$ cat src/rtl/seven_seg_pkg.sv
`default_nettype none
// ============================================================================
// Module      : seven_seg_pkg
// Description : Shared constants and types for the multiplexed seven-segment
//               display driver: the all-off segment pattern, the active-low
//               hex glyph table and the scan FSM state type.
// Ports       : none (package)
// Config      : none
// Revision    : 1.0 - initial release
// ============================================================================
package seven_seg_pkg;

   // All segments dark (active-low bus)
   localparam logic [6:0] SEG_OFF = 7'b1111111;

   // Active-low glyphs {g,f,e,d,c,b,a} indexed by hex value 0..F
   localparam logic [6:0] SEG_CODES [16] = '{
      7'b1000000,  // 0
      7'b1111001,  // 1
      7'b0100100,  // 2
      7'b0110000,  // 3
      7'b0011001,  // 4
      7'b0010010,  // 5
      7'b0000010,  // 6
      7'b1111000,  // 7
      7'b0000000,  // 8
      7'b0010000,  // 9
      7'b0001000,  // A
      7'b0000011,  // b
      7'b1000110,  // C
      7'b0100001,  // d
      7'b0000110,  // E
      7'b0001110   // F
   };

   typedef enum logic {
      BLANK = 1'b0,
      DRIVE = 1'b1
   } scan_state_t;

endpackage : seven_seg_pkg
`default_nettype wire

$ cat src/rtl/seven_seg_mux_n_hex_to_seg.sv
`default_nettype none
// ============================================================================
// Module      : hex_to_seg
// Description : Purely combinational 4-bit hex to 7-bit active-low segment
//               decoder driven from the shared glyph table.
// Ports       : i_hex  [3:0] hex value to display
//               o_seg  [6:0] active-low segments {g,f,e,d,c,b,a}
// Config      : none
// Revision    : 1.0 - initial release
// ============================================================================
module hex_to_seg
   import seven_seg_pkg::*;
(
   input  logic [3:0] i_hex,
   output logic [6:0] o_seg
);

   assign o_seg = SEG_CODES[i_hex];

endmodule : hex_to_seg
`default_nettype wire

$ cat src/rtl/seven_seg_mux_n.sv
`default_nettype none
// ============================================================================
// Module      : seven_seg_mux_n
// Description : N-digit time-multiplexed seven-segment driver. Scans hex
//               digits onto a shared active-low segment bus with one
//               active-low anode per digit, inserting an all-off dead-time
//               between slots. The digit vector is snapshotted once per frame
//               on the edge that starts digit 0's slot.
// Ports       : clk          system clock
//               reset        synchronous active-high reset
//               digits       4*NUM_DIGITS hex values, digit 0 rightmost/LSB
//               blank_mask   per-digit dark request, sampled live
//               seg          active-low segments {g,f,e,d,c,b,a} (registered)
//               anode        active-low digit enables (registered)
//               frame_start  one-cycle pulse on first drive cycle of digit 0
// Config      : SEVEN_SEG_LEADING_ZERO_BLANK_EN - when defined, digit i (i>=1)
//               stays dark while it and all higher snapshotted digits are 0.
// Revision    : 1.0 - initial release
// ============================================================================
module seven_seg_mux_n
   import seven_seg_pkg::*;
#(
   parameter int NUM_DIGITS   = 4,
   parameter int REFRESH_DIV  = 25000,
   parameter int BLANK_CYCLES = 50
)(
   input  logic                    clk,
   input  logic                    reset,
   input  logic [4*NUM_DIGITS-1:0] digits,
   input  logic [NUM_DIGITS-1:0]   blank_mask,
   output logic [6:0]              seg,
   output logic [NUM_DIGITS-1:0]   anode,
   output logic                    frame_start
);

   // ------------------------------------------------------------------------
   // Elaboration-time parameter checks
   // ------------------------------------------------------------------------
   if (NUM_DIGITS < 2 || NUM_DIGITS > 8) begin : g_bad_num_digits
      $error("seven_seg_mux_n: NUM_DIGITS must be in 2..8");
   end
   if (REFRESH_DIV < 1) begin : g_bad_refresh_div
      $error("seven_seg_mux_n: REFRESH_DIV must be >= 1");
   end
   if (BLANK_CYCLES < 0) begin : g_bad_blank_cycles
      $error("seven_seg_mux_n: BLANK_CYCLES must be >= 0");
   end

   // One counter serves both slot kinds, so size it for the longer one
   localparam int MAX_CNT = (REFRESH_DIV > BLANK_CYCLES) ? REFRESH_DIV : BLANK_CYCLES;
   localparam int CNT_W   = (MAX_CNT > 1) ? $clog2(MAX_CNT) : 1;
   localparam int IDX_W   = (NUM_DIGITS > 1) ? $clog2(NUM_DIGITS) : 1;

   localparam logic [CNT_W-1:0] c_drive_last = CNT_W'(REFRESH_DIV - 1);
   localparam logic [CNT_W-1:0] c_blank_last = CNT_W'((BLANK_CYCLES > 0) ? BLANK_CYCLES - 1 : 0);
   localparam logic [IDX_W-1:0] c_idx_last   = IDX_W'(NUM_DIGITS - 1);

   // With no dead-time the scan must begin directly in digit 0's slot
   localparam scan_state_t c_reset_state = (BLANK_CYCLES == 0) ? DRIVE : BLANK;

   // ------------------------------------------------------------------------
   // Scan state. r_state/r_idx/r_cnt describe the cycle whose outputs are
   // loaded on the next edge, so the outputs are a registered image of the
   // scan position and the first post-reset cycle is a real blank cycle.
   // ------------------------------------------------------------------------
   scan_state_t              r_state;
   logic [IDX_W-1:0]         r_idx;
   logic [CNT_W-1:0]         r_cnt;
   logic [4*NUM_DIGITS-1:0]  r_shadow;

   logic                     w_frame_begin;
   logic [4*NUM_DIGITS-1:0]  w_view;
   logic [3:0]               w_nibble;
   logic [6:0]               w_seg;
   logic                     w_dark;
   logic [NUM_DIGITS-1:0]    w_anode_on;

   assign w_frame_begin = (r_state == DRIVE) && (r_idx == '0) && (r_cnt == '0);

   // The snapshot is taken on the same edge that loads digit 0's outputs, so
   // that slot decodes straight from the value being captured.
   assign w_view   = w_frame_begin ? digits : r_shadow;
   assign w_nibble = w_view[{r_idx, 2'b00} +: 4];

   hex_to_seg u_hex_to_seg (
      .i_hex (w_nibble),
      .o_seg (w_seg)
   );

`ifdef SEVEN_SEG_LEADING_ZERO_BLANK_EN
   // Digit idx is a leading zero when it and everything above it is zero
   assign w_dark = blank_mask[r_idx]
                 | ((r_idx != '0) && ((w_view >> {r_idx, 2'b00}) == '0));
`else
   assign w_dark = blank_mask[r_idx];
`endif

   assign w_anode_on = ~(NUM_DIGITS'(1) << r_idx);

   always_ff @(posedge clk) begin
      if (reset) begin
         r_state     <= c_reset_state;
         r_idx       <= '0;
         r_cnt       <= '0;
         r_shadow    <= '0;
         seg         <= SEG_OFF;
         anode       <= '1;
         frame_start <= 1'b0;
      end else begin
         case (r_state)
            BLANK: begin
               seg         <= SEG_OFF;
               anode       <= '1;
               frame_start <= 1'b0;
               if (r_cnt == c_blank_last) begin
                  r_state <= DRIVE;
                  r_cnt   <= '0;
               end else begin
                  r_cnt <= r_cnt + 1'b1;
               end
            end
            DRIVE: begin
               seg         <= w_seg;
               anode       <= w_dark ? '1 : w_anode_on;
               frame_start <= w_frame_begin;
               if (w_frame_begin) begin
                  r_shadow <= digits;
               end
               if (r_cnt == c_drive_last) begin
                  r_cnt   <= '0;
                  r_idx   <= (r_idx == c_idx_last) ? '0 : r_idx + 1'b1;
                  r_state <= (BLANK_CYCLES == 0) ? DRIVE : BLANK;
               end else begin
                  r_cnt <= r_cnt + 1'b1;
               end
            end
            default: begin
               r_state <= c_reset_state;
            end
         endcase
      end
   end

endmodule : seven_seg_mux_n
`default_nettype wire

$ cat config.mk
export PLATFORM = sky130hd
export DESIGN_NAME = seven_seg_mux_n
export DESIGN_NICKNAME = d
export VERILOG_FILES = /design/src/rtl/seven_seg_pkg.sv /design/src/rtl/seven_seg_mux_n_hex_to_seg.sv /design/src/rtl/seven_seg_mux_n.sv
export SDC_FILE = /design/constraint.sdc
export NUM_CORES = 1
export LEC_CHECK = 0
export ABC_AREA = 1
export ABC_CLOCK_PERIOD_IN_PS = 2300
export BUFFER_PORTS_ARGS = -buffer_cell sky130_fd_sc_hd__buf_4
export CORE_MARGIN = 3
export CORE_UTILIZATION = 40
export DETAILED_ROUTE_END_ITERATION = 10
export PLACE_DENSITY_LB_ADDON = 0.1
export SLEW_MARGIN = 10
export SYNTH_ARGS = -nofsm -noshare
export SYNTH_HDL_FRONTEND = slang
export SYNTH_SLANG_ARGS = --single-unit
$ cat constraint.sdc
create_clock -name clk -period 2.3 [get_ports clk]
set_input_delay 0.345 -clock clk [delete_from_list [all_inputs] [get_ports clk]]
set_output_delay 0.345 -clock clk [all_outputs]
set_load 0.05 [all_outputs]
==> metrics <==
Max Clk Rate 478 MHz; Die H 85.6 um; Max Cap Viol 0; RSZ-0062 raised after global routing false; WL met1 2860 um; fin crit period 2090 ps; Syn Area/Cell 7.09 sq um; worst path required time 2490 ps; drt first pass iters 4; Clock transition at path regs 90 ps; Placer Congestion 0.881; Clk network pwr share 40.5%; drt total wl 5930 um; Num CTS Buffers 5; Root Buffer clkbuf_8; Crit. Startpoint r_cnt[1]$_SDFF_PP0_; H-tree depth 2; normalized max-slew margin 70.2%; Data arrival, critical path 2290 ps; CTS tree built; footprint of the multi-input gates 1470 sq um; status finished clean; Yosys reg bits 46; Sequential cell area 926 sq um; Post-DRT Antenna Nets 0; commonest non-fill, non-tap cell in the layout nand2_1; Util after Layout 52.2%; Worst Tran Pin Value 442 ps; reg2reg end seg[0]$_SDFF_PP1_; Worst Skew 6.07 ps; Max Slew Vio Count 0; TNS Setup 0 ps; Top Layer Used met4; final non-filler cell total 481; Inserted Diodes 0; Top Ports 34; Routed WL per cell 12.3 um; layout cells sized above 1 26.6%; Nets 440; placed insts 469; Rows 28; commonest cells after routing, fill and taps aside 83 x nand2_1, 50 x buf_4, 44 x dfxtp_1; placement-stage cell area 2920 sq um; Setup CP Type reg -> reg; Iter 0 DRT Violations 59; first-pass GRT wire length 10100 um; Met3 Wirelength 192 um; # setup viols final 0; Worst Setup EP seg[0]$_SDFF_PP1_; worst r2r src r_cnt[1]$_SDFF_PP0_; met2 WL post-DR 2830 um; PnR Total Power 1490 uW; largest net degree at the start of global routing 25; switching power total 326 uW; vias in the first global route 2244; Int Power 1170 uW; Worst-Skew Late Latency 300 ps; post-synthesis sequential area ratio 36.4%; PwrDens 474 nW/um^2; Area Growth Syn to Fin 24.3%; chip width 85.6 um; Fin. Hold Viols 0; Filler cells 630; Yosys warnings 0; cells on worst reg2reg path 18; total core area 6030 sq um; Post-Syn Instances 357; Initial Utilization 42.0%; worst setup slack for register-to-register paths 210 ps; maximum clock path buffer count 2; maximum VDD drop 0.294 mV; Tot GR Track Use 16.9%; Distinct cells, synth 32; Netlist Area Pre-Place 2530 sq um; dpl hpwl 4400 um; Vias 2331; clock sink count 46; Final Cycle Share 91.0%; final instance area 3150 sq um; # port buffers 33; # DRC 0; Sequential Power Share 53.8%; Critical Path Source Type flop; Combinational Power Share 5.7%; Hold Path Cell Cnt 3; grt ovf 0; Hold/Removal Path Class in -> reg; die area 7320 sq um; worst-path maximum fanout 6; sw frac 21.8%; antenna violations before repair 0; Pleak 0.00142 uW; crit end category flop; Post-Syn Nets 392; DR vias/cell 4.85
==> worst min path at each step <==
| stage | slack (ps) | endpoint | start |
|---|---|---|---|
| finish | 330 | r_shadow[4]$_SDFFE_PP0P_ | digits[4] |
| global route | 330 | r_shadow[4]$_SDFFE_PP0P_ | digits[4] |
| CTS | 340 | r_shadow[0]$_SDFFE_PP0P_ | digits[0] |
| detailed placement | 460 | r_shadow[8]$_SDFFE_PP0P_ | r_shadow[8]$_SDFFE_PP0P_ |
| global placement | 460 | r_shadow[8]$_SDFFE_PP0P_ | r_shadow[8]$_SDFFE_PP0P_ |
| floorplan | 420 | r_cnt[6]$_SDFF_PP0_ | reset |
==> cell usage after synthesis <==
cell type	number	area [sq um]
nand2_1	91	342
dfxtp_1	46	921
nand3_1	46	230
inv_1	39	146
nor2_1	37	139
ha_1	13	163
nand4_1	12	75.1
a21oi_1	10	50.1
nand2_2	9	56.3
nand3_2	5	50.1
nor3_1	5	25.0
o21ai_0	5	25.0
xor2_1	5	43.8
inv_2	4	15.0
buf_2	3	15.0
buf_6	3	33.8
nor2_4	3	33.8
nor3b_1	3	22.5
clkbuf_1	2	7.51
nor2_2	2	12.5
o21ai_2	2	17.5
xnor2_1	2	17.5
a311oi_1	1	8.76
a31oi_1	1	6.26
buf_1	1	3.75
clkinv_2	1	5.00
nand2_4	1	11.3
nand3_4	1	17.5
nor2_8	1	20.0
nor4_1	1	6.26
o21ai_1	1	5.00
or2_2	1	6.26
==> logic make-up after synthesis <==
logic type | Yosys count | synth area share [%]
simple gates | 218 | 41.4
fa+ha+maj | 13 | 6.43
flops | 46 | 36.4
xor+xnor | 7 | 2.42
buf+inv | 53 | 8.95
compound gates | 20 | 4.45
==> worst max-delay path, stage by stage (launching register included) <==
cell	delay [ps]
dfxtp_2	340
inv_2	80
ha_4	140
nand2_1	60
nor2_2	100
nand2_2	70
nor2_4	180
nand2_4	100
nand2_1	90
nand2_1	60
nand2_1	80
nand2_1	50
nand2_1	60
nand2_2	90
ha_4	190
nand3_1	110
nand2_1	70
nand2_1	60
nand3_1	70
==> area by class of cell <==
| cell class | count | area share, % |
|---|---|---|
| multi-input combinational | 258 | 46.7 |
| sequential | 46 | 29.4 |
| timing repair buffer | 50 | 11.9 |
| inverter | 44 | 5.45 |
| tap | 75 | 2.98 |
| clock buffer | 6 | 2.31 |
| clock inverter | 2 | 1.19 |
==> state kept, by name, summed over array words and instances, names as in the netlist <==
name,cells
r_shadow,16
anode,4
r_cnt,15
seg,7
r_state,1
frame_start,1
r_idx,2
==> routing by layer <==
metal	vias up	global-route usage, %
met5	-	0
met4	0	4.17
met3	7	3.84
met2	25	28.5
met1	1062	21.9
li1	1237	-
==> stage by stage <==
step / worst slack (ps) / hold WS (ps)
2_1_floorplan: 7.59 / 421
3_3_place_gp: 61.4 / 456
3_5_place_dp: 35.1 / 463
4_1_cts: 11.2 / 342
5_1_grt: 1.99 / 331
6_report: 207 / 334
==> power by group through the flow <==
stage          clock [uW]  combinational (uW)  sequential [uW]
6_report              603                84.9              803
3_5_place_dp            0                78.4              822
2_1_floorplan           0                35.7              822
3_3_place_gp            0                78.8              822
4_1_cts               627                78.7              803
5_1_grt               658                92.9              803
==> timing repair <==
item | CTS | global route
setup endpoints to repair | 0 | 7
hold buffers | 0 | 0
setup buffers | 0 | 4
gates resized for setup | 0 | 24
endpoints found under the hold margin | 0 | 0
Power figures use the tool's default switching activity.
